## config.mk

```make
export PLATFORM = sky130hd
export DESIGN_NAME = discount_factor_pipe
export DESIGN_NICKNAME = d
export VERILOG_FILES = /design/src/rtl/discount_factor_pipe.sv
export SDC_FILE = /design/constraint.sdc
export NUM_CORES = 2
export LEC_CHECK = 0
export ABC_AREA = 1
export BUFFER_PORTS_ARGS = -buffer_cell sky130_fd_sc_hd__buf_4
export CORE_MARGIN = 2
export CORE_UTILIZATION = 50
export DETAILED_ROUTE_END_ITERATION = 16
export PLACE_DENSITY = 0.66
export SLEW_MARGIN = 10
export SYNTH_ARGS = -nofsm -noshare
export SYNTH_HDL_FRONTEND = slang
export SYNTH_SLANG_ARGS = --single-unit
```

## constraint.sdc

```tcl
create_clock -name clk -period 18.8 [get_ports clk]
set_input_delay 0 -clock clk [delete_from_list [all_inputs] [get_ports clk]]
set_output_delay 0 -clock clk [all_outputs]
set_load 0.05 [all_outputs]
```

## src/rtl/discount_factor_pipe.sv

```systemverilog
// discount_factor_pipe: present value K*exp(-r*T) and discount factor exp(-r*T), signed Q6.10.
// Latency 3 cycles (S1 exponent argument, S2 exp, S3 strike multiply); one result per cycle.
// Backpressure: each stage advances when the stage after it can take data, so bubbles collapse and in_ready follows out_ready combinationally.
//
// Ports:
//   clk, rst_n            clock, asynchronous active-low reset
//   in_valid / in_ready   operand handshake for r_in (rate), t_in (expiry), k_in (strike)
//   out_valid / out_ready result handshake for df_out, pv_out, sat_out
//   sat_count             saturating count of results delivered with sat_out=1
//                         (present only when DISCOUNT_SAT_STATS_EN is defined)
//
// The exp block below evaluates 2^(x*log2(e)): the integer part of the base-2
// exponent becomes a shift, the fractional part f a quadratic mantissa
// 1 + f*(0.656 + 0.344*f). Its constants assume 10 fractional bits.

`timescale 1ns/1ps

module discount_factor_pipe #(
    parameter int W    = 16,
    parameter int FRAC = 10
) (
    input  logic         clk,
    input  logic         rst_n,
    input  logic         in_valid,
    output logic         in_ready,
    input  logic [W-1:0] r_in,
    input  logic [W-1:0] t_in,
    input  logic [W-1:0] k_in,
    output logic         out_valid,
    input  logic         out_ready,
    output logic [W-1:0] df_out,
    output logic [W-1:0] pv_out,
    output logic         sat_out
`ifdef DISCOUNT_SAT_STATS_EN
    ,
    output logic [15:0]  sat_count
`endif
);

    typedef logic signed [2*W-1:0] prod_t;

    localparam prod_t HALF = prod_t'(1) <<< (FRAC - 1);
    localparam prod_t PMAX = prod_t'({1'b0, {(W-1){1'b1}}});
    localparam prod_t PMIN = -PMAX - prod_t'(1);
    localparam logic [W-1:0] WMIN = {1'b1, {(W-1){1'b0}}};
    localparam logic [W-1:0] WMAX = {1'b0, {(W-1){1'b1}}};

    // Round-to-nearest (ties toward +inf) then clamp to W bits; MSB of the
    // result flags that the clamp fired.
    function automatic logic [W:0] round_sat(input prod_t p);
        prod_t r;
        r = (p + HALF) >>> FRAC;
        if (r > PMAX) begin
            return {1'b1, PMAX[W-1:0]};
        end else if (r < PMIN) begin
            return {1'b1, PMIN[W-1:0]};
        end else begin
            return {1'b0, r[W-1:0]};
        end
    endfunction

    logic en1, en2, en3;
    logic v1, v2;

    logic [W-1:0] arg1, k1, df2, k2, exp_y;
    logic         sat1, sat2;

    logic [W:0]   prod1_rs, prod3_rs;
    logic [W-1:0] arg_nxt;
    logic         sat_nxt;

    assign en3      = out_ready || !out_valid;
    assign en2      = en3 || !v2;
    assign en1      = en2 || !v1;
    assign in_ready = en1;

    // S1: x = -(r*T). Negating the most negative value would wrap, so it is
    // pinned to the most positive value and counted as a saturation.
    always_comb begin
        prod1_rs = round_sat(prod_t'($signed(r_in)) * prod_t'($signed(t_in)));
        sat_nxt  = prod1_rs[W];
        arg_nxt  = ~prod1_rs[W-1:0] + W'(1);
        if (prod1_rs[W-1:0] == WMIN) begin
            arg_nxt = WMAX;
            sat_nxt = 1'b1;
        end
    end

    always_ff @(posedge clk or negedge rst_n) begin
        if (!rst_n) begin
            v1   <= 1'b0;
            arg1 <= '0;
            k1   <= '0;
            sat1 <= 1'b0;
        end else if (en1) begin
            v1   <= in_valid;
            arg1 <= arg_nxt;
            k1   <= k_in;
            sat1 <= sat_nxt;
        end
    end

    // S2: exponential of the registered argument.
    exp #(.W(W)) u_exp (
        .x_in    (arg1),
        .exp_out (exp_y)
    );

    always_ff @(posedge clk or negedge rst_n) begin
        if (!rst_n) begin
            v2   <= 1'b0;
            df2  <= '0;
            k2   <= '0;
            sat2 <= 1'b0;
        end else if (en2) begin
            v2   <= v1;
            df2  <= exp_y;
            k2   <= k1;
            sat2 <= sat1;
        end
    end

    // S3: present value = K * discount factor.
    always_comb begin
        prod3_rs = round_sat(prod_t'($signed(k2)) * prod_t'($signed(df2)));
    end

    always_ff @(posedge clk or negedge rst_n) begin
        if (!rst_n) begin
            out_valid <= 1'b0;
            df_out    <= '0;
            pv_out    <= '0;
            sat_out   <= 1'b0;
        end else if (en3) begin
            out_valid <= v2;
            df_out    <= df2;
            pv_out    <= prod3_rs[W-1:0];
            sat_out   <= sat2 | prod3_rs[W];
        end
    end

`ifdef DISCOUNT_SAT_STATS_EN
    always_ff @(posedge clk or negedge rst_n) begin
        if (!rst_n) begin
            sat_count <= '0;
        end else if (out_valid && out_ready && sat_out && (sat_count != 16'hFFFF)) begin
            sat_count <= sat_count + 16'd1;
        end
    end
`endif

endmodule

// exp: combinational e^x for a signed Q.10 operand, result Q.10 clamped to [0, 2^(W-1)-1].
// Latency 0 (pure combinational).
// Backpressure: none; the surrounding pipeline stage owns flow control.
module exp #(
    parameter int W = 16
) (
    input  logic [W-1:0] x_in,
    output logic [W-1:0] exp_out
);

    localparam logic [31:0] YMAX = 32'((64'd1 << (W - 1)) - 64'd1);

    logic signed [31:0] xs, y, n;
    logic [31:0]        f, c, m, sh, t;

    always_comb begin
        xs = 32'($signed(x_in));
        // y = x*log2(e) in Q.10; n is its floor, f the non-negative fraction.
        y  = (xs * 32'sd1477) >>> 10;
        n  = y >>> 10;
        f  = {22'd0, y[9:0]};
        c  = 32'd672 + ((32'd352 * f) >> 10);
        m  = 32'd1024 + ((f * c) >> 10);
        sh = 32'd0;
        t  = 32'd0;
        exp_out = '0;
        if (!n[31]) begin
            if (n > 32'sd15) begin
                exp_out = YMAX[W-1:0];
            end else begin
                t       = m << n[3:0];
                exp_out = (t > YMAX) ? YMAX[W-1:0] : t[W-1:0];
            end
        end else begin
            // Right shift with rounding; the mantissa is below 2^11, so shifts
            // of 12 or more always round to zero.
            sh = $unsigned(-n);
            if (sh < 32'd12) begin
                t       = (m + (32'd1 << (sh[3:0] - 4'd1))) >> sh[3:0];
                exp_out = t[W-1:0];
            end
        end
    end

endmodule

```

# [Word level (Yosys, flattened, before mapping)]
# Index checks and enable logic that the tools add are counted.
[classes] addsub=8 n_mul=5 order_cmp=7 n_eq_ne=1 shifts=3 n_mux=10 n_bitwise=2 n_reduce_logical=6
[ops] operator="$mux W16" n=5
[ops] operator="$mux W17" n=4
[ops] operator="$add A32 B11 Y32 const B" n=2
[ops] operator="$mul A16 B16 Y32" n=2
[ops] operator="$gt A22 B16 Y1 const B" n=2
[ops] operator="$lt A22 B16 Y1 const B" n=2
[ops] operator="$add A32 B32 Y32" n=1
[ops] operator="$gt A32 B15 Y1 const B" n=1
[ops] operator="$lt A32 B4 Y1 const B" n=1
[ops] operator="$mul A10 B32 Y32" n=1
[ops] operator="$neg A8 Y32" n=1
[ops] operator="$shl A1 B4 Y32 const A" n=1
[ops] operator="$shl A32 B4 Y32" n=1
[ops] operator="$shr A32 B4 Y16" n=1
[ops] operator="$mul A16 B12 Y28 const B" n=1
[ops] operator="$add A11 B22 Y23 const A" n=1
[ops] operator="$add A16 B1 Y16 const B" n=1
[ops] operator="$eq A16 B16 Y1 const B" n=1
[ops] operator="$not A16 Y16" n=1
[ops] operator="$mul A4 B10 Y14 const A" n=1
[ops] operator="$add A10 B9 Y11 const A" n=1
[ops] operator="$gt A8 B5 Y1 const B" n=1
[ops] operator="$sub A4 B1 Y4 const B" n=1
[ops] operator="$logic_not A1 Y1" n=3
[ops] operator="3 further kinds" n=5
[word_totals] register_bits=102 in_bits=52 out_inout_bits=35 wordCells=54

# [Logic depth before layout (Yosys ltp)]
[logic_depth] word_depth=10 mapped_depth=82 mapped_depth_nobuf=82

# [By module]
# From an unflattened synthesis, not the netlist that was laid out.
[unflattened] cells_unflattened=4817 hier_area_um2=36193.5
[modules_own_cells] mod="discount_factor_pipe" instances=1 cells_per_inst=3235 area_each_um2=25212.9 seq_area_each_um2=2552.4
[modules_own_cells] mod="exp" instances=1 cells_per_inst=1582 area_each_um2=10980.5 seq_area_each_um2=0.0

# [Least setup slack after synthesis]
# No wires, ideal clock.
[synth_timing] path_kind="register to register" start="register arg1[4]" end="register df2[4]" setup_ns=0.122 arrival_time_ns=13.322 required_time_ns=18.678 setup_slack_ns=5.356 stages_incl_launch_ff=79 n_path_buf=2 period_less_slack_ns=13.444 path_cell_list="dfrtp_1 > inv_1 > fa_1 > inv_1 > ha_1 > fa_1 > inv_1 > fa_1 > fa_1 > inv_1 > ha_1 > a21oi_1 > inv_1 > a21oi_1 > xnor2_1 > clkbuf_1 > ha_1 > inv_1 > (+43 left out) > o21ai_0 > a21o_1 > a21o_1 > a21oi_1 > nor2_1 > o21ai_0 > nand2_1 > nand2_1 > inv_1 > o21ai_0 > nand2_1 > xnor2_1 > o21ai_0 > or2_2 > nand3_1 > nand3_1 > a21oi_1 > a21oi_1"
[synth_via] elab_chain_cells=10 word_cells_on_any_way=18 classes_between="add/sub (5); mul (3); order compare (3); shift (3); mux (4)"
[synth_rtl] item="start: declaration" line="65" text="logic [W-1:0] arg1, k1, df2, k2, exp_y;"
[synth_rtl] item="start signal: assignment" line="97" text="arg1 <= arg_nxt;"
[synth_rtl] item="$mul A16 B12 Y28 *" line="172" text="y = (xs * 32'sd1477) >>> 10;"
[synth_rtl] item="$mul A4 B10 Y14" line="175" text="c = 32'd672 + ((32'd352 * f) >> 10);"
[synth_rtl] item="$add A10 B9 Y11" line="175"
[synth_rtl] item="$mul A10 B32 Y32" line="176" text="m = 32'd1024 + ((f * c) >> 10);"
[synth_rtl] item="$add A11 B22 Y23" line="176"
[synth_rtl] item="$shl A32 B4 Y32" line="184" text="t = m << n[3:0];"
[synth_rtl] item="$gt A32 B15 Y1" line="185" text="exp_out = (t > YMAX) ? YMAX[W-1:0] : t[W-1:0];"
[synth_rtl] item="$mux W16" line="185"
[synth_rtl] item="$mux W16" line="181" text="if (n > 32'sd15) begin"
[synth_rtl] item="$mux W16 *" line="180" text="if (!n[31]) begin"
[synth_rtl] item="end signal: assignment" line="117" text="df2 <= exp_y;"
[synth_rtl] item="end: declaration" line="65"
# Mark *: on every way between the ends. The rest lies on a longest branch, timed or not.
# A chain may end at the register's enable or synchronous reset.

# [Worst setup path after layout]
[layout_timing] start="register arg1[2]" end="register df2[8]"
# Same word-level chain as after synthesis.

==> results.toml <==
[synth]
synth_edf_count = 0
syn-num-nets = 5470
synthCells = 4416
ys_seq_elements = 102
synth_area_sq_um = 34400
yosysSeqAreaShare_pct = 7.41
yosysUniqueCellTypes = 60
syn_avg_cell_area_sq_um = 7.80
synth-async-reset-ratio_pct = 100
ys_dominant_reg_cell = "dfrtp_1"
yosys_warnings = 0

[timing]
min_period_over_period_pct = 79.4
worst_pin_slew_ns = 0.915
timing.final.max_slew_violations = 0
setup_tns_ns = 0
fmax_mhz = 67.0
clock-skew-final_ns = 0.0134
hold_viol = 0
period_needed_ns = 14.93
rsz0062_at_grt = "false"
setup_viol = 0
slew_headroom_pct = 38.4
fin_ws_ns = 3.87

[placement]
dp.final_hpwl_mm = 67.8
gp_congestion = 0.897
place_ws_ns = 3.97
placedCellCount = 5241
place_area_sq_um = 35700
io_buffers = 86

[finish]
final_layout_size_suffix_gt1_share_pct = 4.46
layout_common_cells = "inv_1 (1101), nand2_1 (1068), fa_1 (654)"
fill_cells = 6570
synthToLayoutAreaGrowth_pct = 5.06
num_antenna_cells = 0
mostFrequentLayoutCell = "inv_1"
layoutNonFillerInstCount = 5274
fin_nets = 5442
stdcell_area_sq_um = 36200

[routing]
drtAntennaViolNets = 0
dr.pass1.iters = 8
vias = 27152
wl_per_cell_microns = 15.4
viasPerCell = 5.15
drcViolationCount = 0
finalWirelength_mm = 81.1
first_iter_violations = 1672

[min_path]
hold_path.class = "input pin to register"
whs_endpoint = "df_out[3]"
hold_depth = 5
hold_start = "out_ready"

[clocking]
h-tree-depth = 3
cts_hold_buf = 18
numClockSinks = 102
post_cts_buffers = 0
clkTransAtPathRegs_ns = 0.08
cts-buffers-inserted = 9
clkLatencyLatePin_ns = 0.39
root_buffer = "clkbuf_16"
clock_path_buffers = 2
post_cts_resized = 0
cts_tree = "built"

[global_routing]
grt_pass1_wl_mm = 142
grt.total_usage_pct = 24.6
grt_max_degree = 64
gr-total-overflow = 0
grt_pass1_vias = 28921
antenna_found_initial = 0

[die]
rows = 96
initial_core_util_pct = 50.4
pin_count = 87
core_sq_um = 68300
dieArea_sq_um = 71000
die_w_microns = 266
die_h_microns = 266

[worst_setup_path]
r2r_slack_ns = 3.87
cpMostUsedCell = "inv_1"
critPathMaxFanout = 7
r2r-end = "df2[8]"
worstPathArrival_ns = 15.20
slowest_delay_ns = 0.59
critical_path_required_ns = 19.07
crit_type = "register to register"
path_delay_family = "adder cells"
worst-path-buf-inv = 15
slowest_stage = "xnor2_1"
critPathLaunchType = "register"
r2r_start = "arg1[2]"
endpoint_kind = "register"
r2r_cells = 74

[run]
maxCapViolCount = 0

[status]
status = "finished, final reports clean"
[registers in the layout, summed over array words and instances, names as in the netlist, 16 cells and up]
| register | count |
|---|---|
| pv_out | 16 |
| df2 | 16 |
| k2 | 16 |
| k1 | 16 |
| arg1 | 16 |
| df_out | 16 |
[worst max path at each step]
| stage | from | to | slack [ns] | cells after the start |
|---|---|---|---|---|
| CTS | arg1[2] | df2[8] | 3.89 | 74 |
| global placement | arg1[2] | df2[4] | 4.33 | 75 |
| global route | arg1[2] | df2[8] | 2.48 | 75 |
| finish | arg1[2] | df2[8] | 3.87 | 74 |
| detailed placement | arg1[2] | df2[4] | 3.97 | 74 |
| floorplan | arg1[4] | df2[4] | 5.36 | 78 |
[layer usage]
layer  track usage [%]  share of wire (%)
met1              34.0                 45
met2              41.5                 47
met3              2.93                5.3
met4              5.30                1.8
met5                 0                  0
[Yosys cell counts, drive strengths merged, types with 3 or more instances]
library cell	instances	area (sq um)
o31ai	4	30.0
buf	30	169
o2111ai	3	26.3
nand3b	3	22.5
a21o	8	61.3
nor4	8	50.1
o21ai	112	572
dfrtp	102	2550
o221ai	7	67.6
nand2	1081	4110
and2	3	18.8
o21a	12	90.1
nand3	171	856
ha	348	4350
a21oi	187	955
o21bai	9	71.3
a21boi	3	22.5
a31oi	9	56.3
a22oi	7	77.6
xor2	66	627
nand4	30	200
fa	654	13100
xnor2	53	464
clkinv	3	11.3
or2	23	144
a221oi	5	43.8
clkbuf	132	497
nor3	32	165
inv	1109	4170
nor2	188	736
o211ai	5	37.5
[worst min-delay path: stages]
cell and delay, ns:
buf_4 0.08, nor2_2 0.03, buf_4 0.24, nand2_1 0.10
nand2_1 0.05
[per-stage QoR]
stage | hold WS (ns) | util [%]
6_report | 0.141 | 52.9
5_1_grt | 0.137 | 52.9
4_1_cts | 0.110 | 52.9
3_5_place_dp | 0.0481 | 52.2
3_3_place_gp | 0.0500 | 52.2
2_1_floorplan | -0.296 | -
[layout make-up]
type | count | area, sq um | area share (%)
Inverter | 1112 | 4180 | 11.6
Clock buffer | 10 | 239 | 0.661
Sequential cell | 102 | 2550 | 7.06
Clock inverter | 5 | 82.6 | 0.228
Timing Repair Buffer | 123 | 968 | 2.68
Multi-Input combinational cell | 3040 | 27000 | 74.8
Tap cell | 882 | 1100 | 3.05
[cell families (layout without fill, tap and decap cells)]
family / count (synthesis) / count (layout) / share of synthesized area (%)
compound gates: 375 / 375 / 6.24
simple gates: 1542 / 1542 / 18.4
flops: 102 / 102 / 7.41
xor+xnor: 119 / 119 / 3.17
mux: 2 / 2 / 0.0582
buf+inv: 1274 / 1250 / 14.1
fa+ha+maj: 1002 / 1002 / 50.7
Power is not shown: default switching activity piles up to over one toggle a cycle in this logic, so the estimate is an artifact.
